**src/rtl/mem_bus_interface.sv**
```systemverilog
// mem_bus_interface
// Bridges the multi-cycle control unit's level-held MemRead/MemWrite
// requests to a registered req/ack handshake on the unified memory port.
// It captures read data, stalls the control unit through cpu_wait, and
// flags a bus error when memory does not acknowledge in time.
//
// Ports:
//   clk, reset_n             clock (rising edge), async active-low reset
//   cpu_rd, cpu_wr           level requests, held until cpu_done
//   cpu_addr, cpu_wdata      request address and store data
//   cpu_rdata                registered read data (held between reads)
//   cpu_done                 one-cycle completion pulse
//   cpu_wait                 stall to the control unit
//   bus_err                  sticky error (timeout or rd+wr together)
//   mem_req, mem_we          registered request / write enable
//   mem_addr, mem_wdata      registered address / write data
//   mem_rdata, mem_ack       memory read data, one-cycle acknowledge
//   dbg_state                current FSM state (IDLE=0, BUSY=1, DONE=2)
//
// Handshake: mem_req rises on the edge that accepts a CPU request and stays
// high, with mem_we/mem_addr/mem_wdata frozen, until an edge that samples
// mem_ack=1 (or the timeout fires). mem_ack outside BUSY is ignored.

module mem_bus_interface #(
    parameter int ADDR_W  = 16,
    parameter int DATA_W  = 16,
    parameter int TIMEOUT = 8
) (
    input  logic              clk,
    input  logic              reset_n,
    input  logic              cpu_rd,
    input  logic              cpu_wr,
    input  logic [ADDR_W-1:0] cpu_addr,
    input  logic [DATA_W-1:0] cpu_wdata,
    output logic [DATA_W-1:0] cpu_rdata,
    output logic              cpu_done,
    output logic              cpu_wait,
    output logic              bus_err,
    output logic              mem_req,
    output logic              mem_we,
    output logic [ADDR_W-1:0] mem_addr,
    output logic [DATA_W-1:0] mem_wdata,
    input  logic [DATA_W-1:0] mem_rdata,
    input  logic              mem_ack,
    output logic [1:0]        dbg_state
);

    localparam logic [1:0] IDLE = 2'd0;
    localparam logic [1:0] BUSY = 2'd1;
    localparam logic [1:0] DONE = 2'd2;

    // Last BUSY count value; the edge seeing it without an ack is the timeout.
    localparam logic [7:0] CNT_LAST = 8'(TIMEOUT - 1);

    logic [1:0]        state_q, state_d;
    logic [7:0]        cnt_q, cnt_d;
    logic              req_q, req_d;
    logic              we_q, we_d;
    logic [ADDR_W-1:0] addr_q, addr_d;
    logic [DATA_W-1:0] wdata_q, wdata_d;
    logic [DATA_W-1:0] rdata_q, rdata_d;
    logic              done_q, done_d;
    logic              err_q, err_d;

    always_comb begin
        state_d = state_q;
        cnt_d   = cnt_q;
        req_d   = req_q;
        we_d    = we_q;
        addr_d  = addr_q;
        wdata_d = wdata_q;
        rdata_d = rdata_q;
        done_d  = 1'b0;
        err_d   = err_q;
        case (state_q)
            IDLE: begin
                if (cpu_rd | cpu_wr) begin
                    addr_d  = cpu_addr;
                    wdata_d = cpu_wdata;
                    // A simultaneous read and write is illegal: the write
                    // wins so memory sees a defined operation, and it is flagged.
                    we_d    = cpu_wr;
                    req_d   = 1'b1;
                    cnt_d   = 8'd0;
                    state_d = BUSY;
                    if (cpu_rd & cpu_wr) begin
                        err_d = 1'b1;
                    end
                end
            end
            BUSY: begin
                // Ack is tested first so an ack on the timeout edge still wins.
                if (mem_ack) begin
                    req_d  = 1'b0;
                    if (!we_q) begin
                        rdata_d = mem_rdata;
                    end
                    done_d  = 1'b1;
                    state_d = DONE;
                end else if (cnt_q == CNT_LAST) begin
                    err_d  = 1'b1;
                    req_d  = 1'b0;
                    if (!we_q) begin
                        rdata_d = '1;
                    end
                    done_d  = 1'b1;
                    state_d = DONE;
                end else begin
                    cnt_d = cnt_q + 8'd1;
                end
            end
            DONE: begin
                // Unconditional return: a request still held next cycle is new.
                state_d = IDLE;
            end
            default: begin
                state_d = IDLE;
                req_d   = 1'b0;
            end
        endcase
    end

    always_ff @(posedge clk or negedge reset_n) begin
        if (!reset_n) begin
            state_q <= IDLE;
            cnt_q   <= 8'd0;
            req_q   <= 1'b0;
            we_q    <= 1'b0;
            addr_q  <= '0;
            wdata_q <= '0;
            rdata_q <= '0;
            done_q  <= 1'b0;
            err_q   <= 1'b0;
        end else begin
            state_q <= state_d;
            cnt_q   <= cnt_d;
            req_q   <= req_d;
            we_q    <= we_d;
            addr_q  <= addr_d;
            wdata_q <= wdata_d;
            rdata_q <= rdata_d;
            done_q  <= done_d;
            err_q   <= err_d;
        end
    end

    assign cpu_rdata = rdata_q;
    assign cpu_done  = done_q;
    assign cpu_wait  = (cpu_rd | cpu_wr) & ~done_q;
    assign bus_err   = err_q;
    assign mem_req   = req_q;
    assign mem_we    = we_q;
    assign mem_addr  = addr_q;
    assign mem_wdata = wdata_q;
    assign dbg_state = state_q;

endmodule

```
**config.mk**
```make
export PLATFORM = sky130hd
export DESIGN_NAME = mem_bus_interface
export DESIGN_NICKNAME = d
export VERILOG_FILES = /design/src/rtl/mem_bus_interface.sv
export SDC_FILE = /design/constraint.sdc
export NUM_CORES = 1
export LEC_CHECK = 0
export ABC_CLOCK_PERIOD_IN_PS = 2350
export CAP_MARGIN = 0
export CORE_AREA = 4 4 106 108
export CTS_CLUSTER_SIZE = 40
export DETAILED_ROUTE_END_ITERATION = 12
export DIE_AREA = 0 0 110 112
export SYNTH_ARGS = -nofsm -noshare
export SYNTH_HDL_FRONTEND = slang
export SYNTH_SLANG_ARGS = --single-unit
```
**constraint.sdc**
```tcl
create_clock -name clk -period 2.35 [get_ports clk]
set_input_delay 0.3525 -clock clk [delete_from_list [all_inputs] [get_ports clk]]
set_output_delay 0.3525 -clock clk [all_outputs]
set_load 0.005 [all_outputs]
```
=== Yosys cells after proc, flatten, opt, wreduce, memory -nomap -nowiden ===
Index checks and enable logic that the tools add are counted.

* Logic and storage cells: 58
* Register bits after elaboration: 62
* Input port bits: 53

* Equal/unequal tests: 9
* Add/sub/neg operators: 1
* Bitwise operators: 6
* Reduce and logical (&&, ||, !) cells: 9
* Multiplexer cells: 24

{| class="wikitable"
|+ Operators with widths
! kind !! number
|-
| 16-bit 2-to-1 mux || 4
|-
| 8-bit 2-to-1 mux || 3
|-
| 8-bit case mux with 2 select lines || 1
|-
| 1-bit 2-to-1 mux || 10
|-
| 2-bit != test (second input constant) || 5
|-
| 8-bit by 1-bit adder with 8-bit output (second input constant) || 1
|-
| 8-bit by 3-bit equality test with 1-bit output (second input constant) || 1
|-
| 2-bit 2-to-1 mux || 3
|-
| 3-bit AND reduction || 2
|-
| 5-bit AND reduction || 1
|-
| 2-bit case mux with 2 select lines || 1
|-
| 2-bit AND reduction || 2
|-
| 4-bit AND reduction || 1
|-
| 2-bit nonzero test || 2
|-
| 3-bit != test (second input constant) || 1
|-
| 1-bit inverter || 3
|-
| 1-bit case mux with 3 select lines || 1
|-
| 1-bit AND || 2
|-
| 2-bit by 1-bit equality test with 1-bit output (second input constant) || 1
|-
| 2-bit equality test (second input constant) || 1
|-
| 2-bit zero test || 1
|-
| 1-bit case mux with 2 select lines || 1
|-
| 1-bit OR || 1
|}

=== Logic depth before layout (Yosys ltp) ===
Gate-level depths: netlist of run 1.

* Word-level depth: 4
* Depth in mapped cells: 6
* Depth with buffers taken out: 5

=== Worst setup path before layout of run 1 ===
OpenSTA, ideal clock, no wires.

* Path kind: reg-to-reg
* From: register cnt_q[5]
* To: register cnt_q[0]
* Required time: 2.204 ns
* Library setup time: 0.146 ns
* Stages on the path, launching flop included: 5
* Arrival: 1.481 ns
* Slack: 0.723 ns
* Buffers on the path: 0
* Path through: dfrtp_1 or4_4 or3_4 nand2_1 o311ai_0

* Cells in the longest elaborated chain, start to end: 3

{| class="wikitable"
|+ RTL lines
! item !! RTL line !! source
|-
| start, declared || 56 || <nowiki>logic [7:0] cnt_q, cnt_d;</nowiki>
|-
| start signal, assigned || 136 || <nowiki>cnt_q <= cnt_d;</nowiki>
|-
| 8-bit by 3-bit equality test with 1-bit output || 100 || <nowiki>end else if (cnt_q == CNT_LAST) begin</nowiki>
|-
| 2-bit != test (no line) || n/a ||
|-
| 4-bit AND reduction (no line) || n/a ||
|}

No other way between the ends.
A chain may end at the register's enable or synchronous reset.

=== Final worst setup path of run 1 ===
* From: input port cpu_wr
* To: output port cpu_wait

* Cells in the longest elaborated chain, start to end: 2

{| class="wikitable"
|+ RTL lines
! item !! RTL line !! source
|-
| start, declared || 32 || <nowiki>input logic cpu_wr,</nowiki>
|-
| 1-bit OR || 149 || <nowiki>assign cpu_wait = (cpu_rd | cpu_wr) & ~done_q;</nowiki>
|-
| 1-bit AND || 149 ||
|-
| end, declared || 37 || <nowiki>output logic cpu_wait,</nowiki>
|}

No other way between the ends.

==> flow_summary_export.csv, run 1 <==
group,metric,value,unit
detailed_routing,drt_iter0_drc,134,
logic_synthesis,synth_top_area_share,61.9,%
sta,clock_skew,5.23,ps
logic_synthesis,synth_commonest_cells,"nand2_1 (105), dfrtp_1 (62), o22a_2 (16), nor2_1 (8), a21oi_1 (6)",
logic_synthesis,syn_inst,244,
sta,setup_tns,0,ps
worst_setup_path,crit_required,2000,ps
worst_setup_path,crit_fanout,5,
logic_synthesis,synth_edf_count,0,
final_layout,area.sequential,0.00155,mm²
placed_design,hpwl,4.95,mm
sta,drv_slew,0,
placed_design,dp.cells,483,
die,die_h,112,µm
logic_synthesis,seq_area_frac_synth,61.9,%
worst_setup_path,worst-path-buf-inv,2,
power_and_ir_drop,p_leak,1.73,nW
sta,tightestPinTransition,721,ps
detailed_routing,avgViaCountPerCell,4.31,
sta,fin_crit_sh,85.8,%
power_and_ir_drop,power.density,1170,mW/mm²
global_route,track_usage,11.7,%
run_status,status,"finished clean",
clock_tree,cts_tree,"built",
logic_synthesis,synthArstFlopShare,100,%
final_layout,layout.nets,412,
clock_tree,postCtsHoldBufs,0,
sta,relSlewSlack,52.0,%
logic_synthesis,synthTopCellsByArea,"dfrtp_1 (62%), nand2_1 (16%), o22a_2 (6.4%)",
worst_setup_path,crit_chain,"clkdlybuf4s50_1, nor2_1, nor2_1, clkdlybuf4s50_1",
die,pin_count,108,
clock_tree,cts_buffers,9,
die,coreArea,0.0102,mm²
logic_synthesis,ys.flop_type,"dfrtp_1",
logic_synthesis,synth-seq-cells,62,
logic_synthesis,ys_types,34,
clock_tree,cts_sinks,62,
clock_tree,htree_levels,3,
final_layout,antennaDiodeCount,0,
die,die_w,110,µm
worst_setup_path,path_delay_family,"buffers and inverters",
power_and_ir_drop,worst_ir_drop_vdd,388,µV
worst_setup_path,crit_path_start,"cpu_wr",
worst_setup_path,slowest_delay,550,ps
sta,rsz0062_at_grt,"false",
global_route,grt_pass1_wl,11.3,mm
final_layout,stdcell_count,499,
hold_path,hold_class,"in2async",
worst_setup_path,criticalPathCategory,"in2out",
logic_synthesis,yosysWarnings,0,
sta,max_freq,496,MHz
final_layout,drive_above_1_share,12.4,%
die,initial_core_util,24.5,%
detailed_routing,wire_per_inst,13.7,µm
final_layout,n_fill_cell,1031,
final_layout,area_delta_synth_final,57.4,%
clock_tree,post-cts-setup-buffers,0,
clock_tree,cts_resized,0,
global_route,grt_pass1_vias,2207,
detailed_routing,firstDrtPassIters,5,
worst_setup_path,worstPathArrival,1660,ps
sta,setup_viol,0,
logic_synthesis,synth_area,0.00251,mm²
final_layout,multi_input_area,901,µm²
global_route,gr-total-overflow,0,
detailed_routing,drcViolationCount,0,
die,dieArea,0.0123,mm²
flow_run,cap_viol_max_count,0,
logic_synthesis,yosysTopAreaCell,"dfrtp_1",
clock_tree,insertion_delay,330,ps
detailed_routing,vias,2149,
clock_tree,clk_pin_slew,70,ps
placed_design,numPortBuffers,107,
power_and_ir_drop,finalPower,4.61,mW
placed_design,postPlaceCellArea,0.00377,mm²
detailed_routing,ant_nets,0,
die,row_count,37,
sta,hold_viol,0,
clock_tree,root_buffer,"clkbuf_8",
global_route,grt_max_degree,34,
sta,fin_crit,2020,ps
worst_setup_path,critPathCaptureType,"output pin",
placed_design,gp_congestion,0.746,
logic_synthesis,synth.avg_cell_area,10.3,µm²
clock_tree,clock_path_buffers,2,
logic_synthesis,synth_most_common_cell,"nand2_1",
worst_setup_path,startpoint_type,"input port",
final_layout,design_area,0.00395,mm²
global_route,antenna_found_initial,0,
logic_synthesis,syn_nets,298,
worst_setup_path,critPathSlowestCell,"clkdlybuf4s50_1",
worst_setup_path,rr_startpoint,"dbg_state[0]",
detailed_routing,wirelength,6.84,mm
routing by layer:
layer	part of all wire (%)	up-vias	global-route usage, %	wire, µm
met5	0	-	0	0
met4	1.1	0	3.74	73
met3	9.4	9	4.70	646
met2	47	88	18.9	3240
met1	42	999	14.0	2870
li1	-	1053	-	-
flip-flops by register name, summed over array words and instances (netlist names):
name and cells:
cpu_rdata 16, mem_addr 16, mem_wdata 16, cnt_q 8
dbg_state 2, bus_err 1, cpu_done 1, mem_req 1
mem_we 1
cell usage in the layout, fill, tap and decap left out, types with 2 or more instances in the layout:
master	netlist	final
a21oi_1	6	6
and2_1	2	2
buf_12	1	2
buf_4	0	4
clkbuf_1	5	2
clkbuf_8	0	9
clkdlybuf4s50_1	0	106
clkinv_2	0	4
dfrtp_1	62	62
inv_1	2	2
nand2_1	105	105
nand3_1	2	2
nand4_1	3	3
nor2_1	8	8
o21ai_0	3	3
o22a_2	16	16
o31ai_1	3	3
o41ai_1	2	2
or3_1	2	2
or4_1	2	2
area by class of cell:
| class | count | share of cell area [%] |
|---|---|---|
| well taps | 136 | 4.31 |
| clock buffers | 11 | 3.33 |
| clock inverters | 5 | 1.27 |
| repair buffers | 113 | 28.8 |
| multi-input cells | 170 | 22.8 |
| flip-flops and latches | 62 | 39.3 |
| inverters | 2 | 0.190 |
worst reg2reg max path: stages (launching register included):
cell	delay (ps)
dfrtp_1	600
nand2b_1	190
nor2_1	200
nand2_1	370
o22a_2	370
final timing paths:
kind                                 end  depth (start not counted)  slack [ps]
max                             cpu_wait                          4         330
min                         mem_wdata[5]                          1          80
max reg2reg                cpu_rdata[14]                          4         520
min reg2reg                  mem_addr[2]                          2         470
max in group asynchronous   mem_wdata[8]                          2        1640
min in group clk             mem_addr[2]                          2         470
cell families after synthesis:
logic type / after synthesis / share of synthesized area (%)
compound gates: 38 / 12.8
xor+xnor: 1 / 0.349
buf+inv: 12 / 2.55
flops: 62 / 61.9
simple gates: 130 / 21.9
fa+ha+maj: 1 / 0.499
stage by stage:
| stage | hold slack (ps) | worst slack, ps | util (%) |
|---|---|---|---|
| floorplan | 56.9 | 723 | - |
| global placement | 454 | 323 | 36.8 |
| detailed placement | 444 | 320 | 36.8 |
| CTS | 73.5 | 305 | 38.6 |
| global route | 109 | 238 | 38.6 |
| finish | 76.9 | 335 | 38.6 |
where the power goes:
part / leakage (nW) / internal [mW] / switching [mW]
Clock: 0.0968 / 0.483 / 0.400
Combinational: 0.887 / 1.16 / 0.752
Sequential: 0.750 / 1.53 / 0.289
Total: 1.73 / 3.17 / 1.44
No activity file was read; power rests on OpenSTA's default activity.
==> inputs of run 2 (changes only) <==
- MAX_ROUTING_LAYER: default -> met4
==> run 2 against run 1 <==
First-iteration DRC count rose by 5.2%. Sequential power about the same. Final cell count unchanged. Largest cell class unchanged. Register-to-register slack better by 20 ps. Clock skew hardly changed. Maximum frequency about the same. Power grew 0.11%. Highest routed layer unchanged.
==> flow_summary_export.csv, run 2 (synthesis results as in run 1) <==
group,metric,value,unit
sta,clock_skew,4.76,ps
detailed_routing,route.met2.wl,3.29,mm
sta,max_freq,496,MHz
power_and_ir_drop,power.switching,1.45,mW
worst_setup_path,crit_fanout,5,
clock_tree,postCtsHoldBufs,0,
detailed_routing,vias,2153,
die,coreArea,0.0102,mm²
die,die_w,110,µm
clock_tree,clk_pin_slew,70,ps
final_layout,n_fill_cell,1031,
placed_design,numPortBuffers,107,
sta,fin_crit_sh,85.8,%
detailed_routing,wl_met1,2.96,mm
clock_tree,insertion_delay,330,ps
global_route,grt_max_degree,34,
clock_tree,cts_resized,0,
worst_setup_path,r2r_end,"cpu_rdata[14]",
worst_setup_path,worstPathArrival,1660,ps
power_and_ir_drop,swShare,31.3,%
detailed_routing,firstDrtPassIters,4,
global_route,grt_pass1_vias,2209,
power_and_ir_drop,internal_power,3.17,mW
power_and_ir_drop,seq_power_share,39.3,%
worst_setup_path,worstSetupEndpoint,"cpu_wait",
clock_tree,root_buffer,"clkbuf_8",
worst_setup_path,ff2ff_setup_slack,540,ps
detailed_routing,wl_met3,551,µm
die,initial_core_util,24.5,%
sta,relSlewSlack,52.1,%
die,row_count,37,
final_layout,antennaDiodeCount,0,
sta,hold_viol,0,
worst_setup_path,startpoint_type,"input port",
power_and_ir_drop,power_frac_comb,41.5,%
worst_setup_path,crit_path_start,"cpu_wr",
clock_tree,htree_levels,3,
sta,setup_viol,0,
detailed_routing,drt_iter0_drc,141,
final_layout,stdcell_count,499,
global_route,grt_pass1_wl,11.3,mm
clock_tree,cts_buffers,9,
global_route,antenna_found_initial,0,
power_and_ir_drop,worst_ir_drop_vdd,390,µV
final_layout,drive_above_1_share,12.4,%
placed_design,dp.cells,483,
worst_setup_path,criticalPathCategory,"in2out",
power_and_ir_drop,power.density,1170,mW/mm²
worst_setup_path,rr_startpoint,"dbg_state[0]",
power_and_ir_drop,p_leak,1.73,nW
die,dieArea,0.0123,mm²
die,pin_count,108,
hold_path,hold_class,"in2async",
detailed_routing,wirelength,6.86,mm
run_status,status,"finished clean",
clock_tree,post-cts-setup-buffers,0,
sta,tightestPinTransition,719,ps
final_layout,layout.nets,412,
power_and_ir_drop,p_clk_share,19.2,%
clock_tree,clock_path_buffers,2,
final_layout,area_delta_synth_final,57.4,%
die,die_h,112,µm
detailed_routing,wire_per_inst,13.7,µm
placed_design,gp_congestion,0.755,
detailed_routing,top_layer_used,"met4",
clock_tree,cts_tree,"built",
placed_design,hpwl,4.95,mm
sta,rsz0062_at_grt,"false",
detailed_routing,avgViaCountPerCell,4.31,
sta,fin_crit,2020,ps
global_route,track_usage,12.0,%
sta,setup_tns,0,ps
global_route,gr-total-overflow,0,
sta,drv_slew,0,
worst_setup_path,critPathCaptureType,"output pin",
worst_setup_path,r2r.worst_path.cells,4,
flow_run,cap_viol_max_count,0,
final_layout,mostFrequentLayoutCells,"clkdlybuf4s50_1 (106), nand2_1 (105), dfrtp_1 (62), o22a_2 (16), clkbuf_8 (9)",
worst_setup_path,crit_required,2000,ps
clock_tree,cts_sinks,62,
detailed_routing,ant_nets,0,
final_layout,final_common_cell,"clkdlybuf4s50_1",
detailed_routing,drcViolationCount,0,
run 2: worst min-delay path by stage:
stage | slack (ps) | cells after the start | from | end
floorplan | 60 | 0 | reset_n | bus_err
CTS | 70 | 1 | reset_n | mem_wdata[5]
global route | 110 | 1 | reset_n | mem_wdata[5]
finish | 70 | 1 | reset_n | mem_wdata[5]
detailed placement | 440 | 1 | reset_n | mem_wdata[9]
global placement | 450 | 1 | reset_n | mem_wdata[5]
run 2: critical path: stages:
cell,delay [ps]
clkdlybuf4s50_1,550
nor2_1,120
nor2_1,110
clkdlybuf4s50_1,520
run 2: stage by stage:
step	area, µm²	util (%)	power [mW]	setup WS [ps]	hold slack [ps]
3_5_place_dp	3770	36.8	3.79	320	444
4_1_cts	3950	38.6	4.72	305	73.5
2_1_floorplan	2510	-	2.53	723	56.9
3_3_place_gp	3770	36.8	3.74	323	454
6_report	3950	38.6	4.62	334	74.9
5_1_grt	3950	38.6	5.01	238	109
run 2: power groups by stage:
stage | Sequential, mW | Clock (mW) | Combinational (mW)
floorplan | 1.83 | 0 | 0.703
global route | 1.89 | 0.997 | 2.13
global placement | 1.82 | 0 | 1.92
CTS | 1.82 | 0.937 | 1.97
detailed placement | 1.84 | 0 | 1.95
finish | 1.82 | 0.885 | 1.92
run 2: routing by layer:
layer  track usage (%)  vias up
met4              3.74        0
met5                 -        -
met1              14.4     1012
li1                  -     1053
met2              18.9       82
met3              4.12        6
run 2: layout make-up:
class                      count  area [µm²]  share of cell area, %
clock buffer                  11         131                   3.33
clock inverter                 5        50.0                   1.27
inverter                       2        7.51                  0.190
multi-input combinational    170         901                   22.8
sequential                    62        1550                   39.3
tap                          136         170                   4.31
timing repair buffer         113        1140                   28.8
